[config.mk]
export PLATFORM = sky130hd
export DESIGN_NAME = dcache_wb_flat
export DESIGN_NICKNAME = d
export VERILOG_FILES = /design/src/rtl/dcache_wb_pkg.sv /design/src/rtl/dcache_wb_if.sv /design/src/rtl/dcache_array.sv /design/src/rtl/dcache_wb.sv /design/src/flat_wrapper.sv
export SDC_FILE = /design/constraint.sdc
export NUM_CORES = 1
export LEC_CHECK = 0
export ABC_AREA = 0
export BUFFER_PORTS_ARGS = -buffer_cell sky130_fd_sc_hd__buf_2
export CORE_MARGIN = 2
export CORE_UTILIZATION = 55
export CTS_CLUSTER_SIZE = 28
export DETAILED_ROUTE_END_ITERATION = 12
export HOLD_SLACK_MARGIN = 0.08
export PLACE_DENSITY = 0.83
export RECOVER_POWER = 100
export SLEW_MARGIN = 20
export SYNTH_ARGS = -nofsm -noshare
export SYNTH_HDL_FRONTEND = slang
export SYNTH_SLANG_ARGS = --single-unit
[constraint.sdc]
create_clock -name clk -period 5.8 [get_ports clk]
set_input_delay 0.58 -clock clk [delete_from_list [all_inputs] [get_ports clk]]
set_output_delay 0.58 -clock clk [all_outputs]
set_load 0.03 [all_outputs]
[src/rtl/dcache_wb_pkg.sv]
// ---------------------------------------------------------------------------
// dcache_wb_pkg
// Shared definitions for the write-back data cache: controller state
// encoding, default geometry and address index/tag helpers.
// ---------------------------------------------------------------------------
package dcache_wb_pkg;

  localparam int ADDR_W         = 16;
  localparam int WORD_W         = 16;
  localparam int INDEX_BITS_DEF = 4;

  typedef enum logic [1:0] {
    ST_IDLE  = 2'd0,
    ST_WB    = 2'd1,
    ST_FILL  = 2'd2,
    ST_FLUSH = 2'd3
  } state_e;

  // Line index of a word address, returned zero-extended to ADDR_W.
  function automatic logic [ADDR_W-1:0] addr_index(input logic [ADDR_W-1:0] addr,
                                                   input int index_bits);
    return addr & ((ADDR_W'(1) << index_bits) - ADDR_W'(1));
  endfunction

  // Tag of a word address, returned right-aligned in ADDR_W bits.
  function automatic logic [ADDR_W-1:0] addr_tag(input logic [ADDR_W-1:0] addr,
                                                 input int index_bits);
    return addr >> index_bits;
  endfunction

  // Rebuilds a word address from a right-aligned tag and a line index.
  function automatic logic [ADDR_W-1:0] line_addr(input logic [ADDR_W-1:0] tag,
                                                  input logic [ADDR_W-1:0] idx,
                                                  input int index_bits);
    return (tag << index_bits) | addr_index(idx, index_bits);
  endfunction

endpackage

[src/rtl/dcache_wb_if.sv]
// ---------------------------------------------------------------------------
// dcache_wb_if
// Bus bundle for the cache controller: CPU MEM-stage request/response
// signals, flush control, and the main-memory request/response signals.
//   slave  : the cache controller's view
//   master : the surrounding system (CPU + main memory) view
// ---------------------------------------------------------------------------
interface dcache_wb_if;
  import dcache_wb_pkg::*;

  // CPU side
  logic [ADDR_W-1:0] cpu_addr;
  logic [WORD_W-1:0] cpu_wr_data;
  logic              cpu_rd;
  logic              cpu_wr;
  logic [WORD_W-1:0] cpu_rd_data;
  logic              stall;
  logic              flush;
  logic              flush_done;

  // Main-memory side
  logic [ADDR_W-1:0] mem_addr;
  logic [WORD_W-1:0] mem_wr_data;
  logic              mem_rd_req;
  logic              mem_wr_req;
  logic [WORD_W-1:0] mem_rd_data;
  logic              mem_ready;

  modport slave (
    input  cpu_addr, cpu_wr_data, cpu_rd, cpu_wr, flush, mem_rd_data, mem_ready,
    output cpu_rd_data, stall, flush_done, mem_addr, mem_wr_data, mem_rd_req, mem_wr_req
  );

  modport master (
    output cpu_addr, cpu_wr_data, cpu_rd, cpu_wr, flush, mem_rd_data, mem_ready,
    input  cpu_rd_data, stall, flush_done, mem_addr, mem_wr_data, mem_rd_req, mem_wr_req
  );

endinterface

[src/rtl/dcache_array.sv]
// ---------------------------------------------------------------------------
// dcache_array
// Storage for the direct-mapped cache: per-line valid, dirty, tag and one
// data word.
//   idx          : line index shared by the read port and the write port
//   rd_*         : combinational read of the addressed line
//   wr_line_en   : write tag and data of the addressed line
//   wr_valid_en  : write the valid bit (wr_valid)
//   wr_dirty_en  : write the dirty bit (wr_dirty)
// Valid and dirty bits clear on synchronous reset; tag/data are not reset.
// ---------------------------------------------------------------------------
module dcache_array
  import dcache_wb_pkg::*;
#(
  parameter int INDEX_BITS = INDEX_BITS_DEF
) (
  input  logic                           clk,
  input  logic                           rst_n,
  input  logic [INDEX_BITS-1:0]          idx,
  output logic                           rd_valid,
  output logic                           rd_dirty,
  output logic [ADDR_W-INDEX_BITS-1:0]   rd_tag,
  output logic [WORD_W-1:0]              rd_data,
  input  logic                           wr_line_en,
  input  logic [ADDR_W-INDEX_BITS-1:0]   wr_tag,
  input  logic [WORD_W-1:0]              wr_data,
  input  logic                           wr_valid_en,
  input  logic                           wr_valid,
  input  logic                           wr_dirty_en,
  input  logic                           wr_dirty
);

  localparam int TAG_BITS = ADDR_W - INDEX_BITS;
  localparam int LINES    = 1 << INDEX_BITS;

  logic [LINES-1:0]    valid_q;
  logic [LINES-1:0]    dirty_q;
  logic [TAG_BITS-1:0] tag_mem  [LINES];
  logic [WORD_W-1:0]   data_mem [LINES];

  assign rd_valid = valid_q[idx];
  assign rd_dirty = dirty_q[idx];
  assign rd_tag   = tag_mem[idx];
  assign rd_data  = data_mem[idx];

  always_ff @(posedge clk) begin
    if (!rst_n) begin
      valid_q <= '0;
      dirty_q <= '0;
    end else begin
      if (wr_valid_en) valid_q[idx] <= wr_valid;
      if (wr_dirty_en) dirty_q[idx] <= wr_dirty;
    end
  end

  always_ff @(posedge clk) begin
    if (wr_line_en) begin
      tag_mem[idx]  <= wr_tag;
      data_mem[idx] <= wr_data;
    end
  end

endmodule

[src/rtl/dcache_wb.sv]
// ---------------------------------------------------------------------------
// dcache_wb
// Write-back, write-allocate, direct-mapped data cache controller, one
// 16-bit word per line.
//   clk   : clock, all state updates on the rising edge
//   rst_n : synchronous active-low reset
//   bus   : dcache_wb_if.slave
//           CPU: cpu_addr/cpu_wr_data/cpu_rd/cpu_wr in, cpu_rd_data/stall out
//           flush in, flush_done out (one-cycle registered pulse)
//           memory: mem_addr/mem_wr_data/mem_rd_req/mem_wr_req out,
//                   mem_rd_data/mem_ready in
// Hits complete in the request cycle. A miss writes back a dirty victim
// (WB), refills the line (FILL) and then completes as a hit in IDLE.
// Flush walks every line and writes back the dirty ones.
// ---------------------------------------------------------------------------
module dcache_wb
  import dcache_wb_pkg::*;
#(
  parameter int INDEX_BITS = INDEX_BITS_DEF
) (
  input logic        clk,
  input logic        rst_n,
  dcache_wb_if.slave bus
);

  localparam int TAG_BITS = ADDR_W - INDEX_BITS;

  state_e                state_q, state_d;
  logic [INDEX_BITS:0]   cnt_q, cnt_d, cnt_inc;
  logic                  flush_done_q, flush_done_d;
  logic                  advance;

  logic [INDEX_BITS-1:0] cpu_idx, arr_idx;
  logic [TAG_BITS-1:0]   cpu_tag;
  logic                  req, hit;
  logic [ADDR_W-1:0]     victim_addr;

  logic                  rd_valid, rd_dirty;
  logic [TAG_BITS-1:0]   rd_tag;
  logic [WORD_W-1:0]     rd_data;
  logic                  wr_line_en, wr_valid_en, wr_dirty_en, wr_dirty;
  logic [TAG_BITS-1:0]   wr_tag;
  logic [WORD_W-1:0]     wr_data;

  assign cpu_idx = bus.cpu_addr[INDEX_BITS-1:0];
  assign cpu_tag = bus.cpu_addr[ADDR_W-1:INDEX_BITS];
  assign req     = bus.cpu_rd | bus.cpu_wr;

  // The flush walk owns the array index; otherwise the CPU address does.
  assign arr_idx = (state_q == ST_FLUSH) ? cnt_q[INDEX_BITS-1:0] : cpu_idx;
  assign hit     = rd_valid && (rd_tag == cpu_tag);

  // Memory address of the line currently selected by arr_idx.
  assign victim_addr = line_addr({{INDEX_BITS{1'b0}}, rd_tag},
                                 {{TAG_BITS{1'b0}}, arr_idx}, INDEX_BITS);

  // The extra counter bit carries out when the last line has been handled.
  assign cnt_inc = cnt_q + {{INDEX_BITS{1'b0}}, 1'b1};

  dcache_array #(.INDEX_BITS(INDEX_BITS)) u_array (
    .clk         (clk),
    .rst_n       (rst_n),
    .idx         (arr_idx),
    .rd_valid    (rd_valid),
    .rd_dirty    (rd_dirty),
    .rd_tag      (rd_tag),
    .rd_data     (rd_data),
    .wr_line_en  (wr_line_en),
    .wr_tag      (wr_tag),
    .wr_data     (wr_data),
    .wr_valid_en (wr_valid_en),
    .wr_valid    (1'b1),
    .wr_dirty_en (wr_dirty_en),
    .wr_dirty    (wr_dirty)
  );

  always_ff @(posedge clk) begin
    if (!rst_n) begin
      state_q      <= ST_IDLE;
      cnt_q        <= '0;
      flush_done_q <= 1'b0;
    end else begin
      state_q      <= state_d;
      cnt_q        <= cnt_d;
      flush_done_q <= flush_done_d;
    end
  end

  assign bus.flush_done = flush_done_q;

  always_comb begin
    state_d         = state_q;
    cnt_d           = cnt_q;
    flush_done_d    = 1'b0;
    advance         = 1'b0;
    bus.stall       = 1'b0;
    bus.cpu_rd_data = '0;
    bus.mem_rd_req  = 1'b0;
    bus.mem_wr_req  = 1'b0;
    bus.mem_addr    = '0;
    bus.mem_wr_data = '0;
    wr_line_en      = 1'b0;
    wr_tag          = cpu_tag;
    wr_data         = bus.cpu_wr_data;
    wr_valid_en     = 1'b0;
    wr_dirty_en     = 1'b0;
    wr_dirty        = 1'b0;

    case (state_q)
      ST_IDLE: begin
        if (req) begin
          if (hit) begin
            // A simultaneous rd+wr is a store; read data is then don't-care.
            if (bus.cpu_wr) begin
              wr_line_en  = 1'b1;
              wr_dirty_en = 1'b1;
              wr_dirty    = 1'b1;
            end else begin
              bus.cpu_rd_data = rd_data;
            end
          end else begin
            bus.stall = 1'b1;
            state_d   = (rd_valid && rd_dirty) ? ST_WB : ST_FILL;
          end
        end else if (bus.flush) begin
          bus.stall = 1'b1;
          state_d   = ST_FLUSH;
          cnt_d     = '0;
        end
      end

      ST_WB: begin
        bus.stall       = 1'b1;
        bus.mem_wr_req  = 1'b1;
        bus.mem_addr    = victim_addr;
        bus.mem_wr_data = rd_data;
        if (bus.mem_ready) begin
          wr_dirty_en = 1'b1;
          state_d     = ST_FILL;
        end
      end

      ST_FILL: begin
        bus.stall      = 1'b1;
        bus.mem_rd_req = 1'b1;
        bus.mem_addr   = bus.cpu_addr;
        if (bus.mem_ready) begin
          // Line becomes valid and clean; a pending store lands next cycle as a hit.
          wr_line_en  = 1'b1;
          wr_data     = bus.mem_rd_data;
          wr_valid_en = 1'b1;
          wr_dirty_en = 1'b1;
          state_d     = ST_IDLE;
        end
      end

      ST_FLUSH: begin
        bus.stall = 1'b1;
        if (rd_valid && rd_dirty) begin
          bus.mem_wr_req  = 1'b1;
          bus.mem_addr    = victim_addr;
          bus.mem_wr_data = rd_data;
          if (bus.mem_ready) begin
            wr_dirty_en = 1'b1;
            advance     = 1'b1;
          end
        end else begin
          advance = 1'b1;
        end
        if (advance) begin
          cnt_d = cnt_inc;
          if (cnt_inc[INDEX_BITS]) begin
            flush_done_d = 1'b1;
            state_d      = ST_IDLE;
          end
        end
      end

      default: state_d = ST_IDLE;
    endcase
  end

endmodule

[src/flat_wrapper.sv]
// flat-port wrapper written by rule: the top's interface ports become plain ports
module dcache_wb_flat import dcache_wb_pkg::*;
#(
  parameter int INDEX_BITS = INDEX_BITS_DEF
)
  (clk, rst_n, bus_cpu_addr, bus_cpu_wr_data, bus_cpu_rd, bus_cpu_wr, bus_flush, bus_mem_rd_data, bus_mem_ready, bus_cpu_rd_data, bus_stall, bus_flush_done, bus_mem_addr, bus_mem_wr_data, bus_mem_rd_req, bus_mem_wr_req);
  dcache_wb_if bus_i ();
  input logic clk;
  input logic rst_n;
  input wire logic [$bits(bus_i.cpu_addr)-1:0] bus_cpu_addr;
  input wire logic [$bits(bus_i.cpu_wr_data)-1:0] bus_cpu_wr_data;
  input wire logic [$bits(bus_i.cpu_rd)-1:0] bus_cpu_rd;
  input wire logic [$bits(bus_i.cpu_wr)-1:0] bus_cpu_wr;
  input wire logic [$bits(bus_i.flush)-1:0] bus_flush;
  input wire logic [$bits(bus_i.mem_rd_data)-1:0] bus_mem_rd_data;
  input wire logic [$bits(bus_i.mem_ready)-1:0] bus_mem_ready;
  output wire logic [$bits(bus_i.cpu_rd_data)-1:0] bus_cpu_rd_data;
  output wire logic [$bits(bus_i.stall)-1:0] bus_stall;
  output wire logic [$bits(bus_i.flush_done)-1:0] bus_flush_done;
  output wire logic [$bits(bus_i.mem_addr)-1:0] bus_mem_addr;
  output wire logic [$bits(bus_i.mem_wr_data)-1:0] bus_mem_wr_data;
  output wire logic [$bits(bus_i.mem_rd_req)-1:0] bus_mem_rd_req;
  output wire logic [$bits(bus_i.mem_wr_req)-1:0] bus_mem_wr_req;
  assign bus_i.cpu_addr = bus_cpu_addr;
  assign bus_i.cpu_wr_data = bus_cpu_wr_data;
  assign bus_i.cpu_rd = bus_cpu_rd;
  assign bus_i.cpu_wr = bus_cpu_wr;
  assign bus_i.flush = bus_flush;
  assign bus_i.mem_rd_data = bus_mem_rd_data;
  assign bus_i.mem_ready = bus_mem_ready;
  assign bus_cpu_rd_data = bus_i.cpu_rd_data;
  assign bus_stall = bus_i.stall;
  assign bus_flush_done = bus_i.flush_done;
  assign bus_mem_addr = bus_i.mem_addr;
  assign bus_mem_wr_data = bus_i.mem_wr_data;
  assign bus_mem_rd_req = bus_i.mem_rd_req;
  assign bus_mem_wr_req = bus_i.mem_wr_req;
  dcache_wb #(.INDEX_BITS(INDEX_BITS)) u_core (.clk(clk), .rst_n(rst_n), .bus(bus_i));
endmodule
==> results.ini <==
[run_status]
run_status = complete, but fails checks
failing_checks = capacitance limit, slew limit

[cells_and_area]
layout_common_cells = 448 x edfxtp_1, 287 x nand2_1, 124 x a21o_1, 85 x nor2_1, 67 x and3_1
mostFrequentLayoutCell = edfxtp_1
nets = 1742
area_delta_synth_final_pct = 12.6
final_core_util_pct = 62.5
share_of_final_layout_standard_cells_stronger_than_drive_strength_1_pct = 13.9
antenna-diode-count = 0

[worst_setup_path]
required_ns = 5.22
crit_path_start_kind = register
worst_setup_path_end_kind = output pin
path_class = reg2out
arrival_ns = 4.98
critPathMaxFanout = 33

[detailed_routing]
drc = 0
per_cell_routed_wire_length_um = 24.1
drt_first_iter_violations = 1983
vias_per_cell = 6.36
detailedRoute.firstPassIterationCount = 5
postRouteAntennaNets = 0
route.final.wire_length_mm = 53.8
vias = 14198

[timing]
relative_slew_margins_pct = -38.5
period_share_pct = 95.8
report.final.slew_viol_count = 32
grt_setup_unrepaired = false
worst_hold_slack_ns = 0.349
hold_viol = 0
tightest_slew_ns = 2.08
worst_clock_skew_ns = 0.0189
achievable-frequency_ghz = 0.180
totalNegativeSetupSlack_ns = 0
finalWorstPathRequiredPeriod_ns = 5.56
final_setup_fails = 0

[yosys]
syn-instance-count = 1593
async_flop_share_pct = 0
yosys.area.top_type = edfxtp_1
synthesis.area_per_instance_um2 = 13.0
synth.yosys.warnings = 0
yosysSeqAreaShare_pct = 68.6
synth_edf_count = 448
yosys.cell_types.count = 65
postSynthNetCount = 1652
yosys_register_bits = 488
netlist_top_cells_area = edfxtp_1 65%, nand2_1 5.2%, a21o_1 4.5%
share_of_the_synthesized_area_in_the_top_cell_type_pct = 64.8
post_syn_area_um2 = 20800
synth_ff_type = edfxtp_1

[floorplan]
die_area_um2 = 39300
ioPinCount = 106
row_count = 71
dieHeight_um = 198
die_w_um = 198
initial_utilization_pct = 55.5
placeableCoreArea_um2 = 37400

[power]
clock_power_share_pct = 37.1
netSwitchingPower_mw = 2.13
p_leak_nw = 8.03
peakVddDrop_mv = 0.257
combinationalPowerShare_pct = 13.8
p_sw_share_pct = 26.3
internal_power_mw = 5.99
power.density_cell_area_nw_per_um2 = 348
share_seq_of_total_power_pct = 49.1

[grt]
grt_overflow_total = 0
vias_in_the_first_global_route = 13846
grt_first_pass_wirelength_mm = 80.4
grt_antenna_before_repair = 0
grt_start_max_net_pins = 94
global_route.usage.total_pct = 27.4

[hold_path]
timing.hold.worst.class = in2reg

[clock_tree]
clockRootBuffer = clkbuf_16
htree_num_levels = 2
cts-buffers-inserted = 48
clkSinkCount = 488
holdBufCountCts = 0
clock_pin_slew_worst_setup_and_hold_paths_ns = 0.07
tritoncts = done
clk_latency_ns = 0.59
cts.path.max_buffers = 3

[flow_run]
maxCapViolCount = 1

[placement]
hpwl_mm = 31.0
placement.io_buffers = 105
gp_congestion = 0.925

-- worst max-delay path, cell delays in order, from the launching register on --
cell and delay (ns):
dfxtp_1 0.40, ha_2 0.42, buf_4 0.30, nor2_1 0.10
a32oi_4 0.52, buf_6 0.40, o22a_1 0.22, o211a_1 0.23
nor4b_2 0.41, and2_1 0.25, or2_1 0.18, clkbuf_2 0.39
nor3b_1 0.30, clkbuf_2 0.25
-- worst paths after layout --
path              slack [ns]                  startpoint                               to  depth (start not counted)
setup / recovery        0.24           u_core.state_q[0]              bus_mem_wr_data[11]                         13
hold / removal          0.35                       rst_n                  u_core.cnt_q[3]                          3
setup reg to reg        0.36           u_core.state_q[0]  u_core.u_array.data_mem[14][13]                         14
hold reg to reg         0.47  u_core.u_array.valid_q[15]       u_core.u_array.valid_q[15]                          2
-- layout make-up --
| type | count | area [µm²] |
|---|---|---|
| clock buffer | 54 | 1220 |
| multi-input combinational | 970 | 5950 |
| clock inverter | 34 | 304 |
| tap | 511 | 639 |
| timing repair buffer | 167 | 975 |
| sequential | 488 | 14300 |
| inverter | 8 | 30.0 |
| fill | 2659 | 14000 |
-- flip-flops by register name (all words and copies together), names as in the netlist --
name / flops
u_core.cnt_q: 5
u_core.u_array.data_mem: 256
u_core.u_array.valid_q: 16
u_core.u_array.tag_mem: 192
u_core.state_q: 2
u_core.bus.flush_done: 1
u_core.u_array.dirty_q: 16
-- per-layer routing --
layer  track usage [%]  wire [µm]
met4              13.1       2530
met5                 0          0
met1              36.8      20200
met3              6.86       6450
met2              42.2      24600
-- synthesized netlist by cell type, types with 4 or more instances --
library cell  instances
and3_1               67
a31oi_1              65
mux4_2               15
nor4_1               11
a21o_1              124
nor3b_1              17
inv_1                 7
nand4_1               4
buf_6                 5
o22ai_1              38
a21oi_1              45
o31ai_1              16
o21ai_0               4
clkbuf_1             65
ha_1                  5
buf_2                29
buf_1                26
mux2i_1               6
nand3_1               6
edfxtp_1            448
dfxtp_1              40
nor2_1               86
mux2_2               20
nand2_1             287
nor3_2               10
and2_1                6
nor3_1               41
xnor2_1              13
a41oi_1              29
a22oi_1              12
-- per-stage QoR --
stage	instances	power, mW	setup WS, ns	instance area, µm²
after global placement	2143	5.15	0.582	22100
after floorplan	1593	4.80	0.403	20800
after CTS	2231	8.16	0.00933	23600
final	2232	8.13	0.242	23400
after detailed placement	2143	5.18	0.393	22100
after global routing	2232	8.35	0.0198	23400
-- cells by family (layout without fill, tap and decap cells) --
logic type                 Yosys count  count (layout)  synth area share (%)
DFF                                488             488                  68.6
AOI/OAI and AO/OA                  353             353                  12.0
adders and majority gates            5               5                 0.301
and+or+nand+nor                    554             554                  12.4
muxes                               43              43                  3.18
buffers and inverters              135             263                  2.83
xor gates and xnor gates            15              15                 0.633
-- what timing repair did --
item                                    4_1_cts  5_1_grt
setup buffers                                 0        1
resized for setup                             3        4
pin swaps                                     0        1
endpoints found under the setup margin       16       49
-- power groups by stage --
stage               registers, mW  logic (mW)  clock network, mW
finish                       3.99        1.12               3.02
global placement             4.06        1.10                  0
detailed placement           4.06        1.12                  0
floorplan                    4.06       0.749                  0
CTS                          3.99        1.13               3.04
global route                 3.99        1.19               3.17
No activity file was read; power rests on OpenSTA's default activity.
